File: config.mk
export PLATFORM = sky130hd
export DESIGN_NAME = uart_rx_sequencer
export DESIGN_NICKNAME = d
export VERILOG_FILES = /design/src/rtl/uart_rx_pkg.sv /design/src/rtl/rx_timer.sv /design/src/rtl/uart_rx_sequencer.sv
export SDC_FILE = /design/constraint.sdc
export NUM_CORES = 1
export LEC_CHECK = 0
export ABC_CLOCK_PERIOD_IN_PS = 1900
export BUFFER_PORTS_ARGS = -buffer_cell sky130_fd_sc_hd__buf_2
export CORE_UTILIZATION = 48
export DETAILED_ROUTE_END_ITERATION = 7
export HOLD_SLACK_MARGIN = 0.02
export PLACE_DENSITY = 0.66
export SETUP_SLACK_MARGIN = 0.1
export SLEW_MARGIN = 5
export SYNTH_ARGS = -nofsm -noshare
export SYNTH_HDL_FRONTEND = slang
export SYNTH_SLANG_ARGS = --single-unit
File: constraint.sdc
create_clock -name clk -period 1.9 [get_ports clk]
set_clock_uncertainty 0.15 [all_clocks]
set_input_delay 0.19 -clock clk [delete_from_list [all_inputs] [get_ports clk]]
set_output_delay 0.19 -clock clk [all_outputs]
set_load 0.1 [all_outputs]
File: src/rtl/uart_rx_pkg.sv
// Shared types and defaults for the serial receive sequencer.
// Optional even-parity support is selected with UART_RX_PARITY_EN.
package uart_rx_pkg;

  localparam int DEF_DATA_BITS    = 8;
  localparam int DEF_CLKS_PER_BIT = 10;

  typedef enum logic [2:0] {
    IDLE,
    START_CHK,
    DATA,
`ifdef UART_RX_PARITY_EN
    PARITY_CHK,
`endif
    STOP,
    LOAD,
    WAIT_IDLE
  } rx_state_t;

endpackage

File: src/rtl/rx_timer.sv
// Wrapping counter: counts 1..rollover_val, then wraps back to 1.
// Reset and clear both force the count to 0.
module rx_timer #(
  parameter int CNT_BITS = 4
) (
  input  logic                clk,
  input  logic                rst,
  input  logic                clear,
  input  logic                count_enable,
  input  logic [CNT_BITS-1:0] rollover_val,
  output logic [CNT_BITS-1:0] count_out,
  output logic                rollover_flag
);

  logic [CNT_BITS-1:0] count_q;
  logic [CNT_BITS-1:0] count_d;

  always_comb begin
    count_d = count_q;
    if (clear) begin
      count_d = '0;
    end else if (count_enable) begin
      count_d = (count_q == rollover_val) ? CNT_BITS'(1) : count_q + CNT_BITS'(1);
    end
  end

  always_ff @(posedge clk) begin
    if (rst) begin
      count_q <= '0;
    end else begin
      count_q <= count_d;
    end
  end

  assign count_out     = count_q;
  assign rollover_flag = (count_q == rollover_val);

endmodule

File: src/rtl/uart_rx_sequencer.sv
// Serial receive sequencer: start detect, mid-bit sampling, framing and overrun reporting.
// Define UART_RX_PARITY_EN to expect an even-parity bit and expose parity_error.
module uart_rx_sequencer
  import uart_rx_pkg::*;
#(
  parameter int DATA_BITS    = DEF_DATA_BITS,
  parameter int CLKS_PER_BIT = DEF_CLKS_PER_BIT,
  parameter int CNT_BITS     = 4
) (
  input  logic                 clk,
  input  logic                 rst,
  input  logic                 serial_in,
  input  logic                 data_read,
  output logic [DATA_BITS-1:0] rx_data,
  output logic                 data_ready,
  output logic                 overrun_error,
  output logic                 framing_error,
  output logic                 busy
`ifdef UART_RX_PARITY_EN
  ,
  output logic                 parity_error
`endif
);

  localparam int HALF     = CLKS_PER_BIT / 2;
  localparam int IDX_BITS = (DATA_BITS > 1) ? $clog2(DATA_BITS) : 1;

  rx_state_t state_q, state_d;
  logic                 serial_prev_q;
  logic [DATA_BITS-1:0] shift_q, shift_d;
  logic [DATA_BITS-1:0] rx_data_q, rx_data_d;
  logic                 data_ready_q, data_ready_d;
  logic                 overrun_q, overrun_d;
  logic                 framing_q, framing_d;
`ifdef UART_RX_PARITY_EN
  logic                 parity_bit_q, parity_bit_d;
  logic                 parity_err_q, parity_err_d;
`endif

  logic                 in_bit_timing;
  logic [CNT_BITS-1:0]  bit_roll, bit_cnt;
  logic                 bit_tick;
  logic [IDX_BITS-1:0]  idx_cnt;
  logic                 idx_last;
  logic                 start_detect;
  logic                 cnt_unused;

  assign start_detect = serial_prev_q & ~serial_in;
  // Start check lands one period early so its wrap to 1 phases the data samples to bit centres.
  assign bit_roll     = (state_q == START_CHK) ? CNT_BITS'(HALF - 1) : CNT_BITS'(CLKS_PER_BIT);
  assign cnt_unused   = ^{bit_cnt, idx_cnt};

  always_comb begin
    in_bit_timing = 1'b0;
    case (state_q)
      START_CHK, DATA, STOP: in_bit_timing = 1'b1;
`ifdef UART_RX_PARITY_EN
      PARITY_CHK:            in_bit_timing = 1'b1;
`endif
      default:               in_bit_timing = 1'b0;
    endcase
  end

  rx_timer #(.CNT_BITS(CNT_BITS)) u_bit_timer (
    .clk           (clk),
    .rst           (rst),
    .clear         (~in_bit_timing),
    .count_enable  (in_bit_timing),
    .rollover_val  (bit_roll),
    .count_out     (bit_cnt),
    .rollover_flag (bit_tick)
  );

  rx_timer #(.CNT_BITS(IDX_BITS)) u_idx_timer (
    .clk           (clk),
    .rst           (rst),
    .clear         (state_q == START_CHK),
    .count_enable  ((state_q == DATA) && bit_tick),
    .rollover_val  (IDX_BITS'(DATA_BITS - 1)),
    .count_out     (idx_cnt),
    .rollover_flag (idx_last)
  );

  // Consumer handshake: data_ready stays high until a cycle with data_read; a load
  // in the same cycle as data_read wins, keeping data_ready and clearing overrun.
  always_comb begin
    state_d      = state_q;
    shift_d      = shift_q;
    rx_data_d    = rx_data_q;
    data_ready_d = data_ready_q;
    overrun_d    = overrun_q;
    framing_d    = framing_q;
`ifdef UART_RX_PARITY_EN
    parity_bit_d = parity_bit_q;
    parity_err_d = parity_err_q;
`endif
    if (data_read) begin
      data_ready_d = 1'b0;
      overrun_d    = 1'b0;
    end
    case (state_q)
      IDLE: begin
        if (start_detect) begin
          state_d   = START_CHK;
          framing_d = 1'b0;
        end
      end
      START_CHK: begin
        if (bit_tick) state_d = serial_in ? IDLE : DATA;
      end
      DATA: begin
        if (bit_tick) begin
          shift_d = {serial_in, shift_q[DATA_BITS-1:1]};
`ifdef UART_RX_PARITY_EN
          if (idx_last) state_d = PARITY_CHK;
`else
          if (idx_last) state_d = STOP;
`endif
        end
      end
`ifdef UART_RX_PARITY_EN
      PARITY_CHK: begin
        if (bit_tick) begin
          parity_bit_d = serial_in;
          state_d      = STOP;
        end
      end
`endif
      STOP: begin
        if (bit_tick) begin
          if (serial_in) begin
            state_d = LOAD;
          end else begin
            framing_d = 1'b1;
            state_d   = WAIT_IDLE;
          end
        end
      end
      LOAD: begin
        rx_data_d    = shift_q;
        data_ready_d = 1'b1;
        overrun_d    = data_ready_q & ~data_read;
`ifdef UART_RX_PARITY_EN
        parity_err_d = (^shift_q) ^ parity_bit_q;
`endif
        state_d      = IDLE;
      end
      WAIT_IDLE: begin
        if (serial_in) state_d = IDLE;
      end
      default: state_d = IDLE;
    endcase
  end

  always_ff @(posedge clk) begin
    if (rst) begin
      state_q       <= IDLE;
      serial_prev_q <= 1'b0;
      shift_q       <= '0;
      rx_data_q     <= '0;
      data_ready_q  <= 1'b0;
      overrun_q     <= 1'b0;
      framing_q     <= 1'b0;
`ifdef UART_RX_PARITY_EN
      parity_bit_q  <= 1'b0;
      parity_err_q  <= 1'b0;
`endif
    end else begin
      state_q       <= state_d;
      serial_prev_q <= serial_in;
      shift_q       <= shift_d;
      rx_data_q     <= rx_data_d;
      data_ready_q  <= data_ready_d;
      overrun_q     <= overrun_d;
      framing_q     <= framing_d;
`ifdef UART_RX_PARITY_EN
      parity_bit_q  <= parity_bit_d;
      parity_err_q  <= parity_err_d;
`endif
    end
  end

  assign rx_data       = rx_data_q;
  assign data_ready    = data_ready_q;
  assign overrun_error = overrun_q;
  assign framing_error = framing_q;
  assign busy          = (state_q != IDLE);
`ifdef UART_RX_PARITY_EN
  assign parity_error  = parity_err_q;
`endif

endmodule

==> results of run 1 <==
## area by class of cell
class	instances	area [sq um]
well taps	30	37.5
fillers	239	1060
multi-input cells	112	636
inverters	2	7.51
clock inverters	2	10.0
repair buffers	18	105
clock buffers	5	37.5
flip-flops and latches	30	604
## cell usage in the layout (no fill, tap or decap), types with 2 or more instances in the layout
cell type / n
nand2_1: 40
dfxtp_1: 27
a21oi_1: 24
buf_2: 14
nor2_1: 7
nor3_1: 5
clkbuf_4: 5
nand2b_1: 4
a31oi_1: 3
o21ai_0: 3
nor2b_1: 3
ha_1: 3
dfxtp_2: 3
inv_1: 2
and2_1: 2
nor4b_2: 2
mux2i_1: 2
clkinv_2: 2
dlygate4sd3_1: 2
buf_4: 2
## repair_timing
item                                    CTS  global route
hold endpoints to repair                  4             0
endpoints found under the setup margin    1             2
gates resized for setup                   2             3
gates cloned                              0             0
hold buffers                              2             0
## report_power, final
part	switching, mW	leakage, nW	internal, mW	total, mW
sequential	0.00931	0.243	0.634	0.643
clock	0.205	0.0308	0.132	0.338
combinational	0.0587	0.262	0.0237	0.0825
## worst max-delay path, stage by stage (launching register included)
cell and delay, ns:
dfxtp_2 0.39, nor2_1 0.30, nand2_1 0.12, buf_4 0.25
## stage by stage
| stage | worst slack [ns] | power, mW | area [sq um] | std cells | util |
|---|---|---|---|---|---|
| floorplan | 0.344 | 0.717 | 1280 | 153 | - |
| global placement | 0.259 | 0.734 | 1360 | 190 | 0.544 |
| detailed placement | 0.192 | 0.734 | 1360 | 190 | 0.544 |
| CTS | 0.121 | 1.08 | 1430 | 199 | 0.572 |
| global route | 0.110 | 1.11 | 1440 | 199 | 0.575 |
| finish | 0.176 | 1.06 | 1440 | 199 | 0.575 |
## final timing paths
path / start / slack, ns / to
worst min register to register: shift_q[0]$_SDFFE_PP0P_ / 0.31 / shift_q[0]$_SDFFE_PP0P_
worst max register to register: u_bit_timer.count_out[0]$_SDFF_PP0_ / 0.25 / u_idx_timer.count_out[0]$_SDFFE_PP0P_
worst min-delay path: rst / 0.16 / serial_prev_q$_SDFF_PP0_
worst max-delay path: state_q[2]$_SDFFE_PP0P_ / 0.18 / busy
## registers in the layout, summed over array words and instances, names as in the netlist
signal and cells:
data_ready 1, u_bit_timer.count_out 4, state_q 3, rx_data 8, framing_error 1, serial_prev_q 1, shift_q 8, u_idx_timer.count_out 3
overrun_error 1
## cell families after synthesis
family | Yosys count | synth area share
simple gates | 69 | 0.265
buf+inv | 11 | 0.0381
mux | 2 | 0.0156
flops | 30 | 0.469
compound gates | 37 | 0.176
fa+ha+maj | 3 | 0.0293
xor+xnor | 1 | 0.00684
## layer usage
metal	track usage	up-vias	wire (um)
met5	0	-	0
met4	0.105	0	49
met3	0.0847	6	173
met2	0.269	36	1000
met1	0.248	463	1170
li1	-	554	-
==> flow_metrics.tcl, run 1 <==
set metrics [dict create \
    synth_edf_count 0 \
    clkSinkCount 30 \
    cts_max_path_buffers 2 \
    ir_drop_mv 0.564 \
    die_w_um 53.6 \
    fin_crit_sh 0.907 \
    post_cts_buffers 0 \
    nets 176 \
    wl_per_cell_um 12.0 \
    syn_area_sq_mm 0.00128 \
    fp.dieArea_sq_mm 0.00288 \
    dp_hpwl_mm 1.64 \
    ys_seq_elements 30 \
    postSynthCellCount 153 \
    tritoncts "built" \
    synth.area.top_cells "dfxtp_1 (47%), nand2_1 (12%), a21oi_1 (9.4%)" \
    path_clk_slew_ns 0.08 \
    synthTopCellsByCount "nand2_1 (40), dfxtp_1 (30), a21oi_1 (24)" \
    yosysTopAreaCell "dfxtp_1" \
    holdWs_ns 0.160 \
    synth.most_common_cell "nand2_1" \
    max_freq_mhz 580 \
    via_count 1059 \
    hold_viol 0 \
    status "finished clean" \
    end_kind "primary output" \
    syn_to_final_growth_pct 12.3 \
    worstSetupPathType "register to primary output" \
    antenna_cells 0 \
    critPathMaxFanout 12 \
    yosys_most_used_dff "dfxtp_1" \
    drive_gt1_frac 0.183 \
    drv_slew 0 \
    layout_min_cycle_time_ns 1.72 \
    gp_congestion 0.795 \
    tns_ns 0 \
    yosysUniqueCellTypes 31 \
    ios 16 \
    antenna_found_initial 0 \
    worstHoldPathType "input pin to register" \
    maxCapViolations 0 \
    avgSynthCellArea_sq_um 8.37 \
    drt-initial-drc-count 30 \
    avgViaCountPerCell 5.32 \
    start_kind "register" \
    start_util 0.512 \
    clock-root-buffer "clkbuf_4" \
    report.final.setup_viol 0 \
    core-area_sq_mm 0.00250 \
    powerDensity_mw_per_mm2 739 \
    ys_seq_area_frac 0.469 \
    grt_max_degree 29 \
    cts_buffers 5 \
    crit_arrival_ns 1.38 \
    wl_mm 2.39 \
    port_buffers 15 \
    maxSlewHeadroom 0.666 \
    die_h_um 53.6 \
    rsz0062_at_grt "false" \
    rows 18 \
    grt_pass1_wl_mm 3.81 \
    ant_nets 0 \
    grt-ovfl-total 0 \
    cts_max_level 2 \
    remaining_drc_errors 0 \
    grt.total_usage 0.193 \
    synth_top_area_frac 0.469 \
    hold_path_depth 2 \
    clk_latency_ns 0.33 \
    p_leak_nw 0.537 \
    crit_required_ns 1.56 \
    first_global_vias 853 \
    max_slew.worst_pin.slew_ns 0.501 \
    rr_worst_depth 4 \
    async_flop_share 0 \
    synthesis.nets 160 \
    synth-warning-count 0 \
    firstDrtPassIters 4 \
]
(Power assumes the default switching activity.)
==> run 2: changes to the inputs <==
--- a/config.mk
+++ b/config.mk
@@ -10,9 +10,9 @@
 export CORE_UTILIZATION = 48
 export DETAILED_ROUTE_END_ITERATION = 7
 export HOLD_SLACK_MARGIN = 0.02
-export PLACE_DENSITY = 0.66
+export PLACE_DENSITY = 0.68
 export SETUP_SLACK_MARGIN = 0.1
-export SLEW_MARGIN = 5
+export SLEW_MARGIN = 30
 export SYNTH_ARGS = -nofsm -noshare
 export SYNTH_HDL_FRONTEND = slang
 export SYNTH_SLANG_ARGS = --single-unit
==> run 2 against run 1 <==
Net effect: power up 32%; wire length up 4.0%; global-route usage up 2.3 points; via count up 4.4%; fmax up 5.3%; hold slack worse by 0.0018 ns; critical path type is now register to register.
==> flow_metrics.tcl, run 2 (synthesis results as in run 1) <==
set metrics [dict create \
    switching_power_uw 296 \
    fp.dieArea_sq_mm 0.00288 \
    port_buffers 15 \
    r2r_slack_ns 0.26 \
    wl_per_cell_um 12.3 \
    final.setup.worst_slack_ns 0.263 \
    grt_max_degree 29 \
    tns_ns 0 \
    core-area_sq_mm 0.00250 \
    rsz0062_at_grt "false" \
    grt.total_usage 0.216 \
    power.share.switching 0.212 \
    die_w_um 53.6 \
    ant_nets 0 \
    antenna_cells 0 \
    fin_crit_sh 0.862 \
    drt-initial-drc-count 35 \
    crit_path_max_incr_delay_ns 0.40 \
    worstPathCellList "and4bb_4 > and3_1 > nand2_1 > a21oi_1" \
    sequentialPowerShare 0.455 \
    firstDrtPassIters 4 \
    holdPathEnd "serial_prev_q$_SDFF_PP0_" \
    hold_viol 0 \
    pwr-share-clk 0.482 \
    drv_slew 0 \
    avgViaCountPerCell 5.48 \
    cts_max_level 2 \
    start_kind "register" \
    worstHoldPathType "input pin to register" \
    crit_required_ns 2.02 \
    dp_hpwl_mm 1.73 \
    grt_pass1_wl_mm 4.33 \
    r2r_start "u_bit_timer.count_out[0]$_SDFF_PP0_" \
    path_clk_slew_ns 0.10 \
    drive_gt1_frac 0.180 \
    slowest_stage "and4bb_4" \
    end_kind "register" \
    final_common_cell "nand2_1" \
    wl_mm 2.49 \
    cts_buffers 5 \
    hp-start "rst" \
    ir_drop_mv 0.816 \
    pre_cts_ws_ns 0.267 \
    first_global_vias 974 \
    start_util 0.512 \
    maxCapViolations 0 \
    clk_latency_ns 0.34 \
    max_freq_mhz 611 \
    rows 18 \
    gp_congestion 0.780 \
    report.final.setup_viol 0 \
    crit_buf_inv 0 \
    p_int_mw 1.10 \
    timing.rr.end "shift_q[6]$_SDFFE_PP0P_" \
    tritoncts "built" \
    powerDensity_mw_per_mm2 928 \
    hold_path_depth 2 \
    grt-ovfl-total 0 \
    critPathMaxFanout 11 \
    remaining_drc_errors 0 \
    cts_max_path_buffers 2 \
    post_cts_buffers 0 \
    critPathTopFamily "simple AND/OR/NAND/NOR gates" \
    clkSinkCount 30 \
    syn_to_final_growth_pct 17.9 \
    crit_arrival_ns 1.76 \
    rr_worst_depth 4 \
    max_slew.worst_pin.slew_ns 0.497 \
    worstSetupPathType "register to register" \
    die_h_um 53.6 \
    maxSlewHeadroom 0.669 \
    comb_power_share 0.063 \
    antenna_found_initial 0 \
    layout_min_cycle_time_ns 1.64 \
    clock-root-buffer "clkbuf_4" \
    final_cell_mix "nand2_1 (40), dfxtp_1 (29), a21oi_1 (24), buf_2 (14), nor2_1 (7)" \
    p_leak_nw 0.574 \
    nets 178 \
    status "finished clean" \
    ios 16 \
    via_count 1106 \
]
## run 2: cell count changes in the layout (fill, tap and decap cells not counted), sizes merged
cell	delta
clkinv	-2
bufinv	+2
buf	+2
clkbuf	+1
## run 2: cell type report
class,count,area (sq um)
Timing Repair Buffer,20,120
Clock inverter,2,60.1
Multi-Input combinational cell,112,631
Clock buffer,6,51.3
Inverter,2,7.51
Sequential cell,30,602
Fill cell,215,991
Tap cell,30,37.5
## run 2: through the flow
step / power [mW] / instances / util / hold slack [ns] / area (sq um)
3_3_place_gp: 0.734 / 192 / 0.550 / 0.212 / 1370
6_report: 1.40 / 202 / 0.604 / 0.158 / 1510
2_1_floorplan: 0.717 / 153 / - / 0.117 / 1280
3_5_place_dp: 0.735 / 192 / 0.550 / 0.222 / 1370
4_1_cts: 1.41 / 202 / 0.603 / 0.153 / 1510
5_1_grt: 1.45 / 202 / 0.604 / 0.178 / 1510
## run 2: power by group through the flow
stage / combinational, mW / clock, mW / sequential (mW)
finish: 0.0884 / 0.675 / 0.637
detailed placement: 0.0840 / 0 / 0.651
global route: 0.0959 / 0.718 / 0.638
floorplan: 0.0573 / 0 / 0.659
CTS: 0.0887 / 0.685 / 0.637
global placement: 0.0828 / 0 / 0.651
## run 2: worst register-to-register path, delay by kind of cell, from the launching register on
family | cells | cell delay, ns
AO/OA/AOI/OAI | 1 | 0.15
flip-flops | 1 | 0.38
AND/OR/NAND/NOR | 3 | 0.90
## run 2: metal layers
metal  track usage  part of all wire  wire, um
met2         0.327              0.45      1120
met5             0                 0         0
met1         0.273              0.47      1170
met4        0.0877             0.016        40
met3        0.0876             0.065       162
## run 2: worst max path at each step
stage | from | endpoint | slack, ns | cells past startpoint
final | u_bit_timer.count_out[0]$_SDFF_PP0_ | shift_q[6]$_SDFFE_PP0P_ | 0.26 | 4
after global routing | u_bit_timer.count_out[0]$_SDFF_PP0_ | shift_q[6]$_SDFFE_PP0P_ | 0.13 | 4
after CTS | state_q[1]$_SDFFE_PP0P_ | busy | 0.11 | 3
after detailed placement | u_bit_timer.count_out[0]$_SDFF_PP0_ | shift_q[6]$_SDFFE_PP0P_ | 0.27 | 4
after global placement | state_q[1]$_SDFFE_PP0P_ | state_q[0]$_SDFFE_PP0P_ | 0.30 | 3
after floorplan | state_q[0]$_SDFFE_PP0P_ | busy | 0.34 | 3
## run 2: timing repair
| action | in CTS | in global routing |
|---|---|---|
| hold buffers | 2 | 0 |
| endpoints found under the setup margin | 1 | 1 |
| gates resized for setup | 1 | 1 |
| endpoints found under the hold margin | 4 | 0 |
